==> src/rtl/csidh_pkg.sv <==
// Shared constants and state encoding for the CSIDH exponent scheduler and its engine.
package csidh_pkg;

    localparam int unsigned NUM_PRIMES = 74;
    localparam int unsigned EXP_W      = 4;
    localparam int unsigned MAX_E      = 5;
    localparam int unsigned IDX_W      = 7;
    localparam int unsigned RND_W      = 3;
    localparam int unsigned KEY_W      = EXP_W * NUM_PRIMES;

    typedef enum logic [2:0] {
        StIdle,
        StLoad,
        StRstart,
        StIssue,
        StWait,
        StFin
    } csidh_state_e;

endpackage

==> src/rtl/csidh_exp_decode.sv <==
// Decodes one signed exponent nibble into magnitude, sign and a range flag.
module csidh_exp_decode
    import csidh_pkg::*;
(
    input  logic [EXP_W-1:0] i_exp,
    output logic [2:0]       o_abs,
    output logic             o_neg,
    output logic             o_in_range
);

    logic [EXP_W-1:0] w_mag;

    assign o_neg      = i_exp[EXP_W-1];
    // -8 decodes to magnitude 8, which the range test rejects.
    assign w_mag      = o_neg ? (~i_exp + EXP_W'(1)) : i_exp;
    assign o_abs      = w_mag[2:0];
    assign o_in_range = (w_mag <= EXP_W'(MAX_E));

endmodule

==> src/rtl/csidh_exponent_scheduler.sv <==
// Key-independent command sequencer for the CSIDH group action: NUM_PRIMES*MAX_E
// commands per run, round-major, each tagged real or dummy.
module csidh_exponent_scheduler
    import csidh_pkg::*;
(
    input  logic             i_clk,
    input  logic             i_rst_n,
    input  logic             i_start,
    input  logic [KEY_W-1:0] i_private,
    output logic             o_busy,
    output logic             o_done,
    output logic             o_invalid,
    output logic             o_round_start,
    output logic             o_cmd_valid,
    input  logic             i_cmd_ready,
    output logic [IDX_W-1:0] o_cmd_prime_idx,
    output logic             o_cmd_dir,
    output logic             o_cmd_dummy,
    output logic             o_cmd_last,
    input  logic             i_iso_done
);

    csidh_state_e     r_state, w_state_nxt;
    logic [KEY_W-1:0] r_key;
    logic             r_invalid;
    logic [RND_W-1:0] r_round;
    logic [IDX_W-1:0] r_idx;

    logic [EXP_W-1:0]      w_nib [NUM_PRIMES];
    logic [NUM_PRIMES-1:0] w_in_range;
    logic [2:0]            w_sel_abs;
    logic                  w_sel_neg;
    logic                  w_sel_ok_unused;
    logic                  w_all_ok;
    logic                  w_idx_end;
    logic                  w_last;

    // Every slot is range-checked in parallel so LOAD takes one cycle regardless of key.
    for (genvar g = 0; g < NUM_PRIMES; g++) begin : g_chk
        logic [2:0] w_abs_unused;
        logic       w_neg_unused;

        assign w_nib[g] = r_key[EXP_W*g +: EXP_W];

        csidh_exp_decode u_chk (
            .i_exp      (w_nib[g]),
            .o_abs      (w_abs_unused),
            .o_neg      (w_neg_unused),
            .o_in_range (w_in_range[g])
        );
    end

    csidh_exp_decode u_sel (
        .i_exp      (w_nib[r_idx]),
        .o_abs      (w_sel_abs),
        .o_neg      (w_sel_neg),
        .o_in_range (w_sel_ok_unused)
    );

    assign w_all_ok  = &w_in_range;
    assign w_idx_end = (r_idx == IDX_W'(NUM_PRIMES - 1));
    assign w_last    = w_idx_end && (r_round == RND_W'(MAX_E - 1));

    always_ff @(posedge i_clk or negedge i_rst_n) begin
        if (!i_rst_n) begin
            r_state <= StIdle;
        end else begin
            r_state <= w_state_nxt;
        end
    end

    always_comb begin
        w_state_nxt = r_state;
        unique case (r_state)
            StIdle:   if (i_start) w_state_nxt = StLoad;
            StLoad:   w_state_nxt = w_all_ok ? StRstart : StFin;
            StRstart: w_state_nxt = StIssue;
            StIssue:  if (i_cmd_ready) w_state_nxt = StWait;
            StWait: begin
                if (i_iso_done) begin
                    if (w_last)         w_state_nxt = StFin;
                    else if (w_idx_end) w_state_nxt = StRstart;
                    else                w_state_nxt = StIssue;
                end
            end
            StFin:    w_state_nxt = StIdle;
            default:  w_state_nxt = StIdle;
        endcase
    end

    always_comb begin
        o_busy          = 1'b0;
        o_done          = 1'b0;
        o_round_start   = 1'b0;
        o_cmd_valid     = 1'b0;
        o_cmd_prime_idx = '0;
        o_cmd_dir       = 1'b0;
        o_cmd_dummy     = 1'b0;
        o_cmd_last      = 1'b0;
        unique case (r_state)
            StLoad:   o_busy = 1'b1;
            StRstart: begin
                o_busy        = 1'b1;
                o_round_start = 1'b1;
            end
            StIssue: begin
                o_busy          = 1'b1;
                o_cmd_valid     = 1'b1;
                o_cmd_prime_idx = r_idx;
                o_cmd_dir       = ~w_sel_neg;
                o_cmd_dummy     = (w_sel_abs <= r_round);
                o_cmd_last      = w_last;
            end
            StWait:   o_busy = 1'b1;
            StFin:    o_done = 1'b1;
            default:  ;
        endcase
    end

    assign o_invalid = r_invalid;

    always_ff @(posedge i_clk or negedge i_rst_n) begin
        if (!i_rst_n) begin
            r_key     <= '0;
            r_invalid <= 1'b0;
            r_round   <= '0;
            r_idx     <= '0;
        end else begin
            case (r_state)
                StIdle: begin
                    if (i_start) begin
                        r_key     <= i_private;
                        r_invalid <= 1'b0;
                    end
                end
                StLoad: begin
                    if (!w_all_ok) begin
                        r_invalid <= 1'b1;
                    end else begin
                        r_round <= '0;
                        r_idx   <= '0;
                    end
                end
                StWait: begin
                    if (i_iso_done && !w_last) begin
                        if (w_idx_end) begin
                            r_idx   <= '0;
                            r_round <= r_round + 1'b1;
                        end else begin
                            r_idx <= r_idx + 1'b1;
                        end
                    end
                end
                default: ;
            endcase
        end
    end

endmodule

==> config.mk <==
export PLATFORM = sky130hd
export DESIGN_NAME = csidh_exponent_scheduler
export DESIGN_NICKNAME = d
export VERILOG_FILES = /design/src/rtl/csidh_pkg.sv /design/src/rtl/csidh_exp_decode.sv /design/src/rtl/csidh_exponent_scheduler.sv
export SDC_FILE = /design/constraint.sdc
export NUM_CORES = 1
export LEC_CHECK = 0
export CAP_MARGIN = 0
export CORE_MARGIN = 2
export CORE_UTILIZATION = 30
export DETAILED_ROUTE_END_ITERATION = 12
export DONT_BUFFER_PORTS = 1
export PLACE_DENSITY = 0.5
export SLEW_MARGIN = 0
export SYNTH_ARGS = -nofsm -noshare
export SYNTH_HDL_FRONTEND = slang
export SYNTH_SLANG_ARGS = --single-unit
==> constraint.sdc <==
create_clock -name i_clk -period 5.8 [get_ports i_clk]
set_input_delay 0.58 -clock i_clk [delete_from_list [all_inputs] [get_ports i_clk]]
set_output_delay 0.58 -clock i_clk [all_outputs]
set_load 0.02 [all_outputs]
==> flow_summary.yaml <==
run_status:
  outcome: "finished, violations left"
  violations: "negative hold slack"
critical_path:
  timing.rr.start: "r_key[1]"
  worst-path-max-fanout: 37
  worst_setup_path_end_kind: "output port"
  critPathLaunchType: "flop"
  worst_ep_arrival_time_ps: 4950
  critPathLaunch: "r_idx[0]"
  worst-endpoint-required_ps: 5220
  cp_class: "reg2out"
routing:
  drt_iter0_markers: 1656
  antenna_left: 0
  routed_wire_length_per_instance_um: 27.5
  drc: 0
  via_density_per_instance: 5.57
  drt-pass1-iter-count: 6
  via_count: 15960
  finalWirelength_um: 78800
grt:
  grt_remaining_overflow: 0
  grt_pass1_wl_um: 112000
  grt_max_degree: 311
  grt_antenna_before_repair: 1
  global_router_s_overall_resource_usage_pct: 24.9
  grt_pass1_vias: 15465
floorplanning:
  core_area_um2: 60200
  dieHeight_um: 251
  die_width_um: 251
  floorplan.initialDensity_pct: 30.3
  floorplan.rows: 90
  boundaryPins: 316
  floorplan.die_area_um2: 62800
synth:
  syn-num-nets: 2474
  synth_area_per_cell_um2: 8.73
  syn-cell-area_um2: 18300
  synth.largest_area_cell: "dfrtp_1"
  synth.top_cells.by_area: "dfrtp_1 42%, nand2_1 12%, mux4_2 9.1%"
  synth.ff_latch_count: 310
  ys.flop_type: "dfrtp_1"
  synth_top_area_share_pct: 42.5
  sequential_cell_area_fraction_in_the_yosys_report_pct: 42.5
  synthesis.instances: 2091
  ys_warnings: 0
  synth_edf_count: 0
  post_synth_num_cell_types: 60
  async_reset_ff_share_pct: 100
clock_network:
  tritoncts: "done"
  cts_sinks: 310
  clock_insertion_delay_at_the_later_pin_of_the_skew_report_ps: 580
  post_cts.repair.setup_buffers: 0
  cts_resized: 0
  htree_num_levels: 2
  cts_buffers: 40
  clock_tree.buffer_depth: 3
  clock_slew_at_reported_path_ffs_ps: 70
  cts_root_buf: "clkbuf_16"
min_path:
  worstHoldPathType: "in2async"
layout:
  final_core_util_pct: 33.8
  multi_input_gate_area_in_the_final_layout_um2: 9220
  area_growth_syn_to_layout_pct: 11.7
  total_inserted_antenna_cells: 0
  layout.nets: 2437
  fillers: 6209
  final_cell_area_um2: 20400
  layout-drive-gt1-share_pct: 8.30
  seqCellArea_um2: 7760
timing:
  fin_skew_ps: 22.5
  rsz_0062_raised_after_global_routing: "false"
  worst_slack_ps: 269
  slew-limit-headroom_pct: 32.7
  final_min_period_over_clock_period_pct: 95.4
  finalCriticalPeriod_ps: 5530
  setup_total_negative_slack_ps: 0
  finalHoldViolations: 310
  max_slew.worst_pin.slew_ps: 1010
  setup_viol: 0
  fin_worst_hold_slack_ps: -250
  maxSlewViolCount: 0
  fmax_mhz: 181
pwr:
  pwr-share-seq_pct: 36.3
  power.share.combinational_pct: 44.7
  swShare_pct: 47.0
  share_clk_of_total_power_pct: 19.0
  power.density_cell_area_nw_per_um2: 668
  switchingPower_mw: 6.39
  internal_power_mw: 7.22
  static-leakage-power_nw: 9.13
  power.ir.vdd_worst_v: 0.000239
place:
  place_worst_setup_slack_ps: 857
  dpl.hpwl_um: 63300
  globalplace.congestion: 0.989
  placement.cell_area_um2: 19000
  portBuffers: 0
job:
  max-cap-violations: 0
-- critical path, stage by stage (launching register included) --
cell     delay (ps)
dfrtp_4         900
buf_4           370
mux4_2          530
mux2_2          290
a22o_1          210
o22ai_1         130
o21ai_0         100
o21ai_0         190
ha_1            290
nand2_1          50
o21ai_0         110
ha_1            350
a21o_1          160
a21oi_1         140
a31oi_1          70
nor2_1          480
-- layout make-up --
class,count,share of cell area [%]
multi-input combinational,1442,45.2
inverter,244,4.49
clock inverter,8,0.761
timing repair buffer,16,0.773
tap,782,4.80
clock buffer,64,5.86
sequential,310,38.1
-- cell usage in the layout, fill, tap and decap left out, types with 4 or more instances in the layout --
cell type and count:
mux4_2 74, or4_1 4, clkbuf_16 42, nor2b_1 53, a31oi_1 5, bufinv_16 4, and2_1 5, clkbuf_8 6
nand3b_1 31, xnor2_1 4, a21oi_1 24, dfrtp_1 308, a22oi_1 18, o21ai_0 229, a32oi_1 22, o22ai_1 66
nand2b_1 10, a21o_1 4, ha_1 82, mux2_2 7, or2_2 5, buf_4 13, nor3_1 14, mux2i_1 19
and4_1 4, o21ai_1 9, inv_2 6, nor2_1 36, nand2_1 566, o2111ai_1 4, inv_1 238, clkbuf_1 16
nand4_1 50, nand3_1 50
-- state kept, by name (all words and copies together) (netlist names) --
| register | cells |
|---|---|
| o_invalid | 1 |
| r_key | 296 |
| r_round | 3 |
| r_state | 3 |
| r_idx | 7 |
-- per-layer routing --
layer	share of wire [%]	GRT usage (%)	wire length [um]
met1	42	34.1	33300
met2	46	39.5	36500
met3	8.1	4.75	6410
met4	3.3	8.30	2580
met5	0.014	0	11
-- per-stage QoR --
| step | power (mW) | cells |
|---|---|---|
| 2_1_floorplan | 8.22 | 2091 |
| 3_5_place_dp | 10.9 | 2794 |
| 4_1_cts | 13.5 | 2866 |
| 6_report | 13.6 | 2866 |
| 3_3_place_gp | 10.8 | 2794 |
| 5_1_grt | 14.4 | 2866 |
-- synthesized netlist by cell type (6+ instances only) --
master and number:
nand2_1 567, dfrtp_1 310, inv_1 238, o21ai_0 229
ha_1 82, clkbuf_1 77, mux4_2 74, o22ai_1 66
nor2b_1 53, nand3_1 50, nand4_1 50, nor2_1 36
nand3b_1 31, a21oi_1 24, a32oi_1 22, mux2i_1 19
a22oi_1 18, nor3_1 14, buf_2 13, nand2b_1 10
o21ai_1 9, mux2_2 7, and2_1 6, inv_2 6
-- logic make-up (layout without fill, tap and decap cells) --
group / Yosys count / count (layout) / share of synthesized area (%)
xor+xnor: 4 / 4 / 0.192
compound gates: 411 / 411 / 13.3
mux: 100 / 100 / 10.6
fa+ha+maj: 82 / 82 / 5.62
buf+inv: 339 / 332 / 7.06
flops: 310 / 310 / 42.5
simple gates: 845 / 845 / 20.8
-- power groups by stage --
stage	Clock [mW]	Combinational [mW]	Sequential (mW)
2_1_floorplan	0	4.32	3.90
3_3_place_gp	0	5.83	4.95
3_5_place_dp	0	5.98	4.91
4_1_cts	2.63	6.01	4.89
5_1_grt	2.73	6.68	5.03
6_report	2.58	6.08	4.95
-- path summary, 6_finish.rpt --
path | end | cells after the start | slack, ps
max | o_cmd_dummy | 15 | 270
max in group asynchronous | r_idx[1] | 0 | 5400
min | r_key[273] | 0 | -250
min in group i_clk | r_key[142] | 2 | 120
max reg2reg | r_idx[4] | 11 | 1610
min reg2reg | r_round[1] | 2 | 530
Power figures use the tool's default switching activity.
